[config.mk]
export PLATFORM = sky130hd
export DESIGN_NAME = rptr_ctrl_non2n
export DESIGN_NICKNAME = d
export VERILOG_FILES = /design/src/rtl/rptr_ctrl_non2n.sv
export SDC_FILE = /design/constraint.sdc
export NUM_CORES = 1
export LEC_CHECK = 0
export ABC_AREA = 0
export CORE_ASPECT_RATIO = 0.6
export CORE_MARGIN = 2
export CORE_UTILIZATION = 30
export CTS_CLUSTER_SIZE = 12
export DETAILED_ROUTE_END_ITERATION = 8
export PLACE_DENSITY = 0.5
export SETUP_SLACK_MARGIN = 0.3
export SLEW_MARGIN = 30
export SYNTH_ARGS = -nofsm -noshare
export SYNTH_HDL_FRONTEND = slang
export SYNTH_SLANG_ARGS = --single-unit
[constraint.sdc]
create_clock -name rclk -period 6 [get_ports rclk]
set_clock_uncertainty 0.2 [all_clocks]
set_input_delay 1.8 -clock rclk [delete_from_list [all_inputs] [get_ports rclk]]
set_output_delay 1.8 -clock rclk [all_outputs]
set_load 0.01 [all_outputs]
[src/rtl/rptr_ctrl_non2n.sv]
// Read-side pointer controller for asynchronous FIFOs with a non-power-of-two depth.
// The read address lives in a window centred in the RAM; a lap bit separates full from empty.
module rptr_ctrl_non2n #(
   parameter int FIFO_DEPTH  = 520,
   parameter int PTR_WIDTH   = 10,
   parameter int SYNC_STAGES = 2,
   parameter int AE_THRESH   = 4,
   localparam int MEM_SIZE   = 1 << PTR_WIDTH,
   localparam int START_ADDR = MEM_SIZE/2 - FIFO_DEPTH/2,
   localparam int END_ADDR   = MEM_SIZE/2 + FIFO_DEPTH/2 - 1,
   localparam int LVL_W      = $clog2(FIFO_DEPTH+1)
)(
   input  logic                 rclk,
   input  logic                 rrst_n,
   input  logic                 r_en,
   input  logic [PTR_WIDTH:0]   wgray_async,
   input  logic                 clr_underflow,
   output logic [PTR_WIDTH-1:0] raddr,
   output logic [PTR_WIDTH:0]   rgray,
   output logic                 empty,
   output logic                 almost_empty,
   output logic [LVL_W-1:0]     rlevel,
   output logic                 underflow
);

   localparam logic [PTR_WIDTH-1:0] START_A  = PTR_WIDTH'(START_ADDR);
   localparam logic [PTR_WIDTH-1:0] END_A    = PTR_WIDTH'(END_ADDR);
   localparam logic [PTR_WIDTH-1:0] START_G  = START_A ^ (START_A >> 1);
   localparam logic [PTR_WIDTH:0]   RST_CODE = {1'b0, START_G};
   localparam logic [LVL_W-1:0]     AE_T     = LVL_W'(AE_THRESH);
   localparam logic [LVL_W-1:0]     DEPTH_L  = LVL_W'(FIFO_DEPTH);

   // The lap bit also flips the Gray MSB, so the END->START wrap changes only the lap bit.
   function automatic logic [PTR_WIDTH:0] encode(input logic [PTR_WIDTH-1:0] addr,
                                                 input logic                 lap);
      logic [PTR_WIDTH-1:0] g;
      g = addr ^ (addr >> 1);
      return {lap, g[PTR_WIDTH-1] ^ lap, g[PTR_WIDTH-2:0]};
   endfunction

   function automatic logic [PTR_WIDTH-1:0] decode_addr(input logic [PTR_WIDTH:0] c);
      logic [PTR_WIDTH-1:0] g;
      logic [PTR_WIDTH-1:0] b;
      g = {c[PTR_WIDTH-1] ^ c[PTR_WIDTH], c[PTR_WIDTH-2:0]};
      b[PTR_WIDTH-1] = g[PTR_WIDTH-1];
      for (int i = PTR_WIDTH-2; i >= 0; i--) begin
         b[i] = b[i+1] ^ g[i];
      end
      return b;
   endfunction

   // The true level never exceeds FIFO_DEPTH < 2^LVL_W, so modulo-2^LVL_W arithmetic is exact.
   function automatic logic [LVL_W-1:0] fill_level(input logic [PTR_WIDTH-1:0] wa,
                                                   input logic                 wl,
                                                   input logic [PTR_WIDTH-1:0] ra,
                                                   input logic                 rl);
      logic [LVL_W-1:0] lvl;
      lvl = LVL_W'(wa) - LVL_W'(ra);
      if (wl != rl) begin
         lvl = lvl + DEPTH_L;
      end
      return lvl;
   endfunction

   logic                 lap;
   logic                 rd;
   logic [PTR_WIDTH-1:0] next_addr;
   logic                 next_lap;
   logic [PTR_WIDTH:0]   next_code;
   logic [PTR_WIDTH:0]   sync_q [SYNC_STAGES];
   logic [PTR_WIDTH:0]   wq;
   logic [PTR_WIDTH-1:0] waddr;
   logic                 wlap;
   logic [LVL_W-1:0]     next_level;

   // Synchroniser resets to the reset pointer code so a fresh FIFO decodes as empty.
   always_ff @(posedge rclk or negedge rrst_n) begin
      if (!rrst_n) begin
         for (int i = 0; i < SYNC_STAGES; i++) begin
            sync_q[i] <= RST_CODE;
         end
      end else begin
         sync_q[0] <= wgray_async;
         for (int i = 1; i < SYNC_STAGES; i++) begin
            sync_q[i] <= sync_q[i-1];
         end
      end
   end

   assign wq    = sync_q[SYNC_STAGES-1];
   assign waddr = decode_addr(wq);
   assign wlap  = wq[PTR_WIDTH];
   assign rd    = r_en & ~empty;

   // Next read pointer: advance inside the window, wrapping END back to START with a lap flip.
   always_comb begin
      next_addr = raddr;
      next_lap  = lap;
      if (rd) begin
         if (raddr == END_A) begin
            next_addr = START_A;
            next_lap  = ~lap;
         end else begin
            next_addr = raddr + PTR_WIDTH'(1);
         end
      end
   end

   assign next_code  = encode(next_addr, next_lap);
   assign next_level = fill_level(waddr, wlap, next_addr, next_lap);

   // Status flags look at the post-read pointer so a read shows up on its own edge.
   always_ff @(posedge rclk or negedge rrst_n) begin
      if (!rrst_n) begin
         raddr        <= START_A;
         lap          <= 1'b0;
         rgray        <= RST_CODE;
         empty        <= 1'b1;
         almost_empty <= 1'b1;
         rlevel       <= '0;
      end else begin
         raddr        <= next_addr;
         lap          <= next_lap;
         rgray        <= next_code;
         empty        <= (next_code == wq);
         almost_empty <= (next_level <= AE_T);
         rlevel       <= next_level;
      end
   end

   // Sticky underflow; a new offending read beats a simultaneous clear.
   always_ff @(posedge rclk or negedge rrst_n) begin
      if (!rrst_n) begin
         underflow <= 1'b0;
      end else if (r_en & empty) begin
         underflow <= 1'b1;
      end else if (clr_underflow) begin
         underflow <= 1'b0;
      end
   end

endmodule

Word level (Yosys, flattened, before mapping):

Index checks and enable logic that the tools add are counted.

* ROM bits: 0
* bits in latches: 0
* memories: 0
* bits in registers: 57
* input port bits: 15
* memory bits (writable): 0

* divide/modulo/power cells: 0
* muxes and demuxes: 7
* reductions and logical operators: 1
* multipliers: 0
* bitwise logic cells: 16
* order comparisons: 1
* equal/unequal tests: 3
* add/sub/neg operators: 3
* shift-type cells: 0

Operators by type and width (count)
* two-way mux 10 bit: 3
* equality test 11 bit: 1
* bitwise XOR 1 bit: 11
* adder 10 x 1 -> 10 bit (second input constant): 1
* adder 10 bit (second input constant): 1
* equality test 10 bit (second input constant): 1
* <= comparator 10 x 3 -> 1 bit (second input constant): 1
* subtractor 10 bit: 1
* bitwise XOR 10 x 9 -> 10 bit: 1
* two-way mux 1 bit: 4
* bitwise AND 1 bit: 2
* inverter 1 bit: 2
* nonzero test 2 bit: 1
* != test 1 bit: 1

Longest topological paths before layout:

Gate-level depths: netlist of the first run.

* depth after elaboration: 14
* gate-level depth with buffers: 19

Worst setup path before layout of the first run:

No wires, ideal clock.

* path kind: input-to-reg
* from: in r_en
* to: reg almost_empty
* library setup time: 0.089 ns
* data arrival time: 4.929 ns
* path slack: 0.781 ns
* buffers on the path: 0
* stages on the path: 14
* cell sequence: nand3b_1 nor3_1 nor2_1 inv_1 ha_1 nand2b_1 nand2b_1 a211oi_1 nor2_1 ha_1 or4_1 a21bo_2 nand4bb_1 nor4b_2

* cells in the longest elaborated chain, start to end: 6

RTL lines
* start, declared: line 15 `input logic r_en,`
* bitwise AND 1 bit (*): line 93 `assign rd = r_en & ~empty;`
* two-way mux 10 bit (*): line 99 `if (rd) begin`
* net next_addr[1]: line 67 `logic [PTR_WIDTH-1:0] next_addr;`
* subtractor 10 bit (*): line 58 `lvl = LVL_W'(wa) - LVL_W'(ra);`
* adder 10 bit: line 60 `lvl = lvl + DEPTH_L;`
* two-way mux 10 bit (*): line 59 `if (wl != rl) begin`
* <= comparator 10 x 3 -> 1 bit (*): line 126 `almost_empty <= (next_level <= AE_T);`
* end signal, assigned: line 126
* end, declared: line 21 `output logic almost_empty,`

Mark *: on every way through the listed nets, which the timed path passes. The rest lies on a longest branch.
A chain may end at the register's enable or synchronous reset.

Worst setup path in the final report of the first run:

* from: reg sync_q (netlist bit wq[10])
* to: reg almost_empty

* cells in the longest elaborated chain, start to end: 14

RTL lines
* start, declared: line 70 `logic [PTR_WIDTH:0] sync_q [SYNC_STAGES];`
* start signal, assigned by index: line 85 `sync_q[i] <= sync_q[i-1];`
* bitwise XOR 1 bit: line 44 `g = {c[PTR_WIDTH-1] ^ c[PTR_WIDTH], c[PTR_WIDTH-2:0]};`
* bitwise XOR 1 bit (9 in a row): line 47 `b[i] = b[i+1] ^ g[i];`
* subtractor 10 bit: line 58
* adder 10 bit: line 60
* two-way mux 10 bit (*): line 59
* <= comparator 10 x 3 -> 1 bit (*): line 126

Mark *: on every way between the ends. The rest lies on a longest branch, timed or not.

==> results of run 1 <==
-- metrics by stage --
step | cell area [sq um] | hold slack (ns) | instances | util
2_1_floorplan | 2850 | 0.131 | 246 | -
3_3_place_gp | 3570 | 0.135 | 435 | 0.387
3_5_place_dp | 3570 | 0.135 | 435 | 0.387
4_1_cts | 3720 | 0.153 | 443 | 0.403
5_1_grt | 3760 | 0.159 | 443 | 0.407
6_report | 3760 | 0.150 | 443 | 0.407
-- layer usage --
metal	global-route usage	vias to the layer above	wire, um
met5	0	-	0
met4	0.0355	0	55
met3	0.0442	6	358
met2	0.170	53	2400
met1	0.222	942	3680
li1	-	995	-
-- worst paths after layout --
path | start | to | slack, ns | cells past startpoint
max | wq[10]$_DFF_PN0_ | almost_empty$_DFF_PN1_ | 0.69 | 19
min | sync_q[19]$_DFF_PN0_ | wq[8]$_DFF_PN0_ | 0.15 | 0
max reg2reg | wq[10]$_DFF_PN0_ | almost_empty$_DFF_PN1_ | 0.69 | 19
min reg2reg | sync_q[19]$_DFF_PN0_ | wq[8]$_DFF_PN0_ | 0.15 | 0
max in group asynchronous | rrst_n | wq[6]$_DFF_PN0_ | 3.71 | 2
min in group asynchronous | rrst_n | rlevel[1]$_DFF_PN0_ | 1.43 | 2
-- registers in the layout, summed over array words and instances, names as in the netlist --
| signal | count |
|---|---|
| sync_q | 11 |
| wq | 11 |
| raddr | 10 |
| rgray | 10 |
| rlevel | 10 |
| almost_empty | 1 |
| empty | 1 |
| lap | 1 |
| underflow | 1 |
-- synth_stat cells, drive strengths merged, types with 5 or more instances --
| library cell | instances |
|---|---|
| or4 | 5 |
| nor2 | 9 |
| o21ai | 13 |
| xor2 | 19 |
| nor3 | 5 |
| xnor2 | 26 |
| inv | 17 |
| nand2 | 10 |
| a211oi | 5 |
| ha | 11 |
| nand4 | 6 |
| dfrtp | 42 |
| dfstp | 14 |
-- power by group through the flow --
stage | sequential [uW] | combinational, uW | clock, uW
CTS | 573 | 1350 | 320
global route | 586 | 1520 | 335
global placement | 580 | 1320 | 0
detailed placement | 577 | 1340 | 0
finish | 574 | 1360 | 305
floorplan | 603 | 825 | 0
-- cell families after synthesis --
logic type	Yosys count	synth area share
AND/OR/NAND/NOR	65	0.141
XOR/XNOR	47	0.161
flip-flops	56	0.497
adder cells (fa/ha/maj)	12	0.0553
AO/OA/AOI/OAI	43	0.102
multiplexers	4	0.0145
buffers and inverters	19	0.0289
-- final cells by class --
type | count | area (sq um)
clock buffers | 5 | 125
clock inverters | 3 | 25.0
repair buffers | 61 | 576
flip-flops and latches | 56 | 1420
well taps | 130 | 163
fillers | 902 | 5470
inverters | 17 | 63.8
multi-input cells | 171 | 1390
-- timing repair --
item,4_1_cts,5_1_grt
gates resized for setup,0,9
setup endpoints to repair,0,1
hold endpoints to repair,0,0
-- worst max-delay path: stages, from the launching register on --
cell and delay, ns:
dfrtp_1 0.41, xor2_1 0.20, xnor2_1 0.37, xnor2_1 0.23, xor2_1 0.33, xor2_2 0.26
xor3_1 0.34, xnor2_1 0.18, ha_1 0.18, inv_1 0.05, fa_1 0.39, a21o_1 0.19
a21oi_1 0.18, xnor2_1 0.18, inv_1 0.07, ha_1 0.30, or4_1 0.52, a21bo_2 0.20
nand4bb_1 0.19, nor4b_2 0.25
==> reports/qor.yml, run 1 <==
run_status:
  status: "complete, no violations"
timing:
  setup_violations: 0
  max_freq_mhz: 188
  worst_pin_slew_ns: 0.691
  finalSetupTns_ns: 0
  finalHoldViolations: 0
  fin_crit_ns: 5.31
  rsz0062_at_grt: "false"
  slew_headroom: 0.539
  finalWorstSetupSlack_ns: 0.695
  slew_viol_final: 0
  fin_crit_sh: 0.884
setup_path:
  worstSetupStartpointType: "register"
  critPathCaptureType: "register"
  cp.arrival_ns: 5.32
  cp.required_ns: 6.01
  critPathMaxFanout: 3
  path_class: "reg2reg"
power_and_ir_drop:
  power_density_nw_per_um2: 595
  p_sw_uw: 914
  p_leak_uw: 0.00156
  comb_power_share: 0.607
  pwr-share-clk: 0.137
  p_int_uw: 1320
  p_total_uw: 2240
  pwr-share-seq: 0.257
  switching_share: 0.409
  vdd_ir_drop_max_mv: 0.215
grt:
  antenna_found_initial: 0
  grt_pass1_vias: 2005
  grt_max_degree: 57
  overflow: 0
  track_usage: 0.138
  grt_pass1_wl_um: 10700
yosys:
  synthesis.nets: 273
  synth-edff-count: 0
  netlist_area_sq_um: 2850
  syn_inst: 246
  synth_area_leaders: "dfrtp_1, dfstp_2, xnor2_1, xor2_1, ha_1"
  synthFlopType: "dfrtp_1"
  ys_seq_elements: 56
  avgSynthCellArea_sq_um: 11.6
  ys_types: 50
  yosysTopAreaCellShare: 0.368
  yosysSeqAreaShare: 0.497
  yosys_warnings: 0
  yosysTopAreaCell: "dfrtp_1"
  async_reset_ff_frac: 1.00
drt:
  first_pass_iters: 4
  via_per_inst: 4.51
  vias: 1996
  drt_iter0_markers: 141
  wire_per_inst_um: 14.7
  drcViolationCount: 0
  ant_nets: 0
  postRouteWirelength_um: 6500
clock_network:
  cts_setup_buffers: 0
  clk_latency_ns: 0.30
  htreeDepth: 2
  holdBufCountCts: 0
  cts_tree: "done"
  cts_buffer_depth: 2
  path_clk_slew_ns: 0.07
  clock-sinks: 56
  cts-root-buf: "clkbuf_16"
  cts_made_buffers: 5
floorplanning:
  ios: 49
  die-area_sq_um: 10300
  core_sq_um: 9220
  die_x_um: 130
  initial_core_util: 0.309
  rows: 27
  die_h_um: 79.5
final_layout:
  final_cell_mix: "clkdlybuf4s50_1, dfrtp_1, xnor2_1"
  layout_commonest_cell: "clkdlybuf4s50_1"
  area_growth_pct: 31.7
  drive_above_1_share: 0.169
  fin_nets: 339
  antenna_cells: 0
placed_design:
  gp_congestion: 0.870
  io_buffers: 48
  dp_hpwl_um: 4860
  dp_slack_ns: 0.0373
run:
  drv_cap: 0
hold_path:
  hp-class: "reg2reg"
Power figures use the tool's default switching activity.
==> run 2: changes to the inputs <==
- ABC_AREA: 0 -> 1
==> reports/qor.yml, run 2 <==
yosys:
  synth-edff-count: 0
  yosysTopAreaCellShare: 0.343
  ys_seq_elements: 56
  yosysTopAreaCell: "dfrtp_1"
  yosys-top-cells-count: "nand2_1, inv_1, dfrtp_1, nand3_1, xor2_1"
  yosys_warnings: 0
  yosysSeqAreaShare: 0.464
  synth_area_leaders: "dfrtp_1, dfstp_2, nand2_1, inv_1, nand3_1"
  ys_types: 30
  synthFlopType: "dfrtp_1"
  syn_inst: 356
  yosysMostFrequentCell: "nand2_1"
  avgSynthCellArea_sq_um: 8.60
  async_reset_ff_frac: 1.00
  synthesis.nets: 383
  netlist_area_sq_um: 3060
final_layout:
  regArea_sq_um: 1420
  final_cell_mix: "nand2_1, inv_1, clkdlybuf4s50_1"
  layout_commonest_cell: "nand2_1"
  multiInputGateArea_sq_um: 1390
  fill_cells: 1000
  drive_above_1_share: 0.146
  area_growth_pct: 25.7
  stdcell_count: 546
  fin_nets: 437
  antenna_cells: 0
setup_path:
  reg2reg_slack_ns: 1.67
  critPathCaptureType: "register"
  path_class: "in2reg"
  critPathMaxFanout: 10
  critPathSlowestCell: "clkdlybuf4s50_1"
  cp.required_ns: 6.04
  cp.arrival_ns: 4.99
  critPathMaxStageDelay_ns: 0.49
  crit_family: "simple AND/OR/NAND/NOR gates"
  critPathBufInv: 5
  worstPathCellList: "clkdlybuf4s50_1 -> nand2_2 -> nor3_4 -> nand3_4 -> nand2_1 -> inv_1 -> ha_1 -> inv_1 -> fa_1 -> nand3_1 -> nand3_1 -> xor2_1 -> inv_1 -> ha_1 -> xnor2_1 -> nand2_1 -> nand2_1 -> inv_1 -> nand3_1 -> nor2_1 -> nand3_1 -> nor2_1"
  worstSetupStartpointType: "input port"
timing:
  fin_crit_ns: 4.95
  rsz0062_at_grt: "false"
  whs_ns: 0.151
  finalWorstSetupSlack_ns: 1.05
  finalHoldViolations: 0
  setup_violations: 0
  worst_pin_slew_ns: 0.688
  slew_headroom: 0.541
  slew_viol_final: 0
  finalSetupTns_ns: 0
  fin_crit_sh: 0.825
  max_freq_mhz: 202
hold_path:
  hp-class: "reg2reg"
grt:
  grt_pass1_vias: 2356
  overflow: 0
  grt_pass1_wl_um: 11800
  grt_max_degree: 57
  track_usage: 0.140
  antenna_found_initial: 0
power_and_ir_drop:
  p_sw_uw: 929
  comb_power_share: 0.575
  p_leak_uw: 0.00189
  pwr-share-clk: 0.143
  p_total_uw: 2090
  p_int_uw: 1160
  vdd_ir_drop_max_mv: 0.165
  switching_share: 0.445
  pwr-share-seq: 0.282
  power_density_nw_per_um2: 543
floorplanning:
  ios: 49
  rows: 28
  die_h_um: 82.2
  initial_core_util: 0.310
  die-area_sq_um: 11100
  die_x_um: 134
  core_sq_um: 9880
placed_design:
  dp_slack_ns: 0.701
  gp_congestion: 0.879
  placed_cells: 538
  io_buffers: 48
  dp_hpwl_um: 5450
drt:
  vias: 2376
  via_per_inst: 4.35
  wire_per_inst_um: 12.7
  ant_nets: 0
  first_pass_iters: 4
  drt_iter0_markers: 129
  postRouteWirelength_um: 6920
  drcViolationCount: 0
clock_network:
  htreeDepth: 2
  post_cts_resized: 0
  cts-root-buf: "clkbuf_16"
  cts_setup_buffers: 0
  clock-sinks: 56
  cts_tree: "done"
  path_clk_slew_ns: 0.07
  cts_buffer_depth: 2
  cts_made_buffers: 5
  holdBufCountCts: 0
  clk_latency_ns: 0.30
run_status:
  status: "complete, no violations"
run:
  drv_cap: 0
[run 2: changes by cell type after synthesis, moves of 7 or more]
cell / change
xnor2_1: -24
o21ai_0: -7
inv_2: +8
inv_1: +37
nand3_1: +35
nand2_1: +81
nand2_2: +9
nor2_1: +8
nand3_2: +7
[run 2: power by group through the flow]
stage / clock network [uW] / registers (uW) / logic, uW
5_1_grt: 329 / 602 / 1380
3_5_place_dp: 0 / 596 / 1210
2_1_floorplan: 0 / 632 / 756
3_3_place_gp: 0 / 598 / 1190
4_1_cts: 313 / 590 / 1210
6_report: 299 / 589 / 1200
[run 2: cell type report]
cell class,count,area share
multi-input combinational,236,0.361
clock inverter,3,0.00716
inverter,62,0.0605
tap,135,0.0439
sequential,56,0.369
timing repair buffer,49,0.126
clock buffer,5,0.0325
[run 2: stage by stage]
| stage | util | area, sq um |
|---|---|---|
| after floorplan | - | 3060 |
| after global placement | 0.374 | 3690 |
| after detailed placement | 0.374 | 3690 |
| after CTS | 0.389 | 3850 |
| after global routing | 0.389 | 3850 |
| final | 0.389 | 3850 |
[run 2: per-layer routing]
| metal | share of wire | vias to the layer above | track usage |
|---|---|---|---|
| met4 | 0.011 | 0 | 0.0411 |
| li1 | - | 1226 | - |
| met2 | 0.35 | 60 | 0.184 |
| met1 | 0.57 | 1083 | 0.218 |
| met3 | 0.070 | 7 | 0.0391 |
| met5 | 0 | - | 0 |
[run 2: cells by family after synthesis]
| family | Yosys count | synth area share |
|---|---|---|
| AO/OA/AOI/OAI | 17 | 0.0335 |
| adder cells (fa/ha/maj) | 12 | 0.0515 |
| buffers and inverters | 64 | 0.0822 |
| XOR/XNOR | 24 | 0.0736 |
| flip-flops | 56 | 0.464 |
| AND/OR/NAND/NOR | 183 | 0.296 |
[run 2: path summary, 6_finish.rpt]
check / start / end / depth (start not counted)
worst max-delay path: r_en / almost_empty$_DFF_PN1_ / 22
worst min-delay path: sync_q[13]$_DFF_PN0_ / wq[2]$_DFF_PN0_ / 0
worst max register to register: wq[10]$_DFF_PN0_ / almost_empty$_DFF_PN1_ / 31
worst min register to register: sync_q[13]$_DFF_PN0_ / wq[2]$_DFF_PN0_ / 0
max in group asynchronous: rrst_n / wq[0]$_DFF_PN0_ / 2
min in group asynchronous: rrst_n / raddr[8]$_DFF_PN0_ / 2
==> run 3: changes to the inputs <==
- PLACE_DENSITY: 0.5 -> 0.52
- clock period: 6 -> 4.18 ns (I/O delays scaled with it)
==> reports/qor.yml, run 3 (synthesis gave the netlist of run 2 again) <==
run_status:
  status: "complete, no violations"
placed_design:
  placed_cells: 576
  gp_congestion: 0.843
  io_buffers: 48
  dp_slack_ns: -0.385
  dp_hpwl_um: 5700
floorplanning:
  core_sq_um: 9880
  die-area_sq_um: 11100
  die_x_um: 134
  ios: 49
  initial_core_util: 0.310
  rows: 28
  die_h_um: 82.2
grt:
  grt_pass1_vias: 2774
  antenna_found_initial: 0
  grt_pass1_wl_um: 13600
  grt_max_degree: 48
  overflow: 0
  track_usage: 0.159
timing:
  finalWorstSetupSlack_ns: 0.350
  fin_crit_sh: 0.916
  setup_violations: 0
  worst_pin_slew_ns: 0.583
  slew_headroom: 0.611
  finalHoldViolations: 0
  fin_crit_ns: 3.83
  finalSetupTns_ns: 0
  slew_viol_final: 0
  rsz0062_at_grt: "true"
  max_freq_mhz: 261
clock_network:
  path_clk_slew_ns: 0.07
  clk_latency_ns: 0.29
  cts-root-buf: "clkbuf_16"
  cts_made_buffers: 5
  holdBufCountCts: 0
  cts_buffer_depth: 2
  htreeDepth: 2
  clock-sinks: 56
  cts_tree: "done"
setup_path:
  cp.required_ns: 4.21
  critPathCaptureType: "register"
  critPathSlowestCell: "dfrtp_2"
  cp_common_cell: "buf_4"
  cp.arrival_ns: 3.86
  path_class: "reg2reg"
  critPathMaxFanout: 11
  critPathMaxStageDelay_ns: 0.41
  worstSetupStartpointType: "register"
drt:
  first_pass_iters: 4
  postRouteWirelength_um: 8100
  ant_nets: 0
  wire_per_inst_um: 13.0
  drcViolationCount: 0
  via_per_inst: 4.34
  drt_iter0_markers: 118
  vias: 2700
final_layout:
  antenna_cells: 0
  stdcell_count: 622
  final_cell_mix: "nand2_1, buf_4, inv_1"
  fin_util: 0.491
  area_growth_pct: 58.4
  drive_above_1_share: 0.407
  fin_nets: 514
power_and_ir_drop:
  vdd_ir_drop_max_mv: 0.312
  p_leak_uw: 0.00237
  power_density_nw_per_um2: 784
run:
  drv_cap: 0
hold_path:
  hp-class: "reg2reg"
run 3: cell types whose count changed in the layout (fill, tap and decap cells not counted), moves of 10 or more:
cell	previous run	this run
nand2_4	1	11
nand3_1	39	13
nand3_4	1	16
nand3_2	7	18
buf_4	1	75
nand2_1	91	75
run 3: worst max-delay path, delay by kind of cell, from the launching register on:
family | cells | cell delay [ns]
flip-flops | 1 | 0.41
buffers and inverters | 20 | 2.36
AO/OA/AOI/OAI | 1 | 0.07
AND/OR/NAND/NOR | 8 | 0.73
run 3: per-stage QoR:
step	hold slack (ns)	instance area, sq um	power [uW]
after global routing	0.160	4850	4130
after global placement	0.136	3980	2880
after CTS	0.150	4680	3670
after floorplan	0.131	3060	1990
final	0.148	4850	3800
after detailed placement	0.135	3980	2900
run 3: path summary, 6_finish.rpt:
| path | from | end | slack [ns] | cells after the start |
|---|---|---|---|---|
| max in group asynchronous | rrst_n | sync_q[18]$_DFF_PN1_ | 2.37 | 2 |
| min in group asynchronous | rrst_n | raddr[8]$_DFF_PN0_ | 0.75 | 1 |
| max reg2reg | wq[10]$_DFF_PN0_ | almost_empty$_DFF_PN1_ | 0.35 | 29 |
| max | wq[10]$_DFF_PN0_ | almost_empty$_DFF_PN1_ | 0.35 | 29 |
| min reg2reg | sync_q[20]$_DFF_PN0_ | wq[9]$_DFF_PN0_ | 0.15 | 0 |
| min | sync_q[20]$_DFF_PN0_ | wq[9]$_DFF_PN0_ | 0.15 | 0 |
run 3: final cells by class:
cell class              instances  area (sq um)
inverters                      62           233
fillers                       902          5030
well taps                     135           169
multi-input cells             236          1790
flip-flops and latches         56          1420
clock buffers                   7           153
repair buffers                126          1080
run 3: routing by layer:
metal | global-route usage | up-vias | wire, um
li1 | - | 1383 | -
met1 | 0.226 | 1249 | 4280
met2 | 0.244 | 63 | 3400
met3 | 0.0354 | 5 | 353
met4 | 0.0421 | 0 | 57
met5 | 0 | - | 0
run 3: timing repair:
action	4_1_cts	5_1_grt
buffers inserted	35	4
endpoints found under the setup margin	7	8
gates resized for setup	65	33
gates cloned	0	0
pin swaps	31	25
run 3: report_power, final:
group | leakage, uW | internal [uW] | switching, uW | total (uW)
combinational | 0.00166 | 1260 | 1260 | 2520
sequential | 0.000635 | 734 | 116 | 850
clock | 0.0000760 | 252 | 183 | 435
total | 0.00237 | 2240 | 1560 | 3800
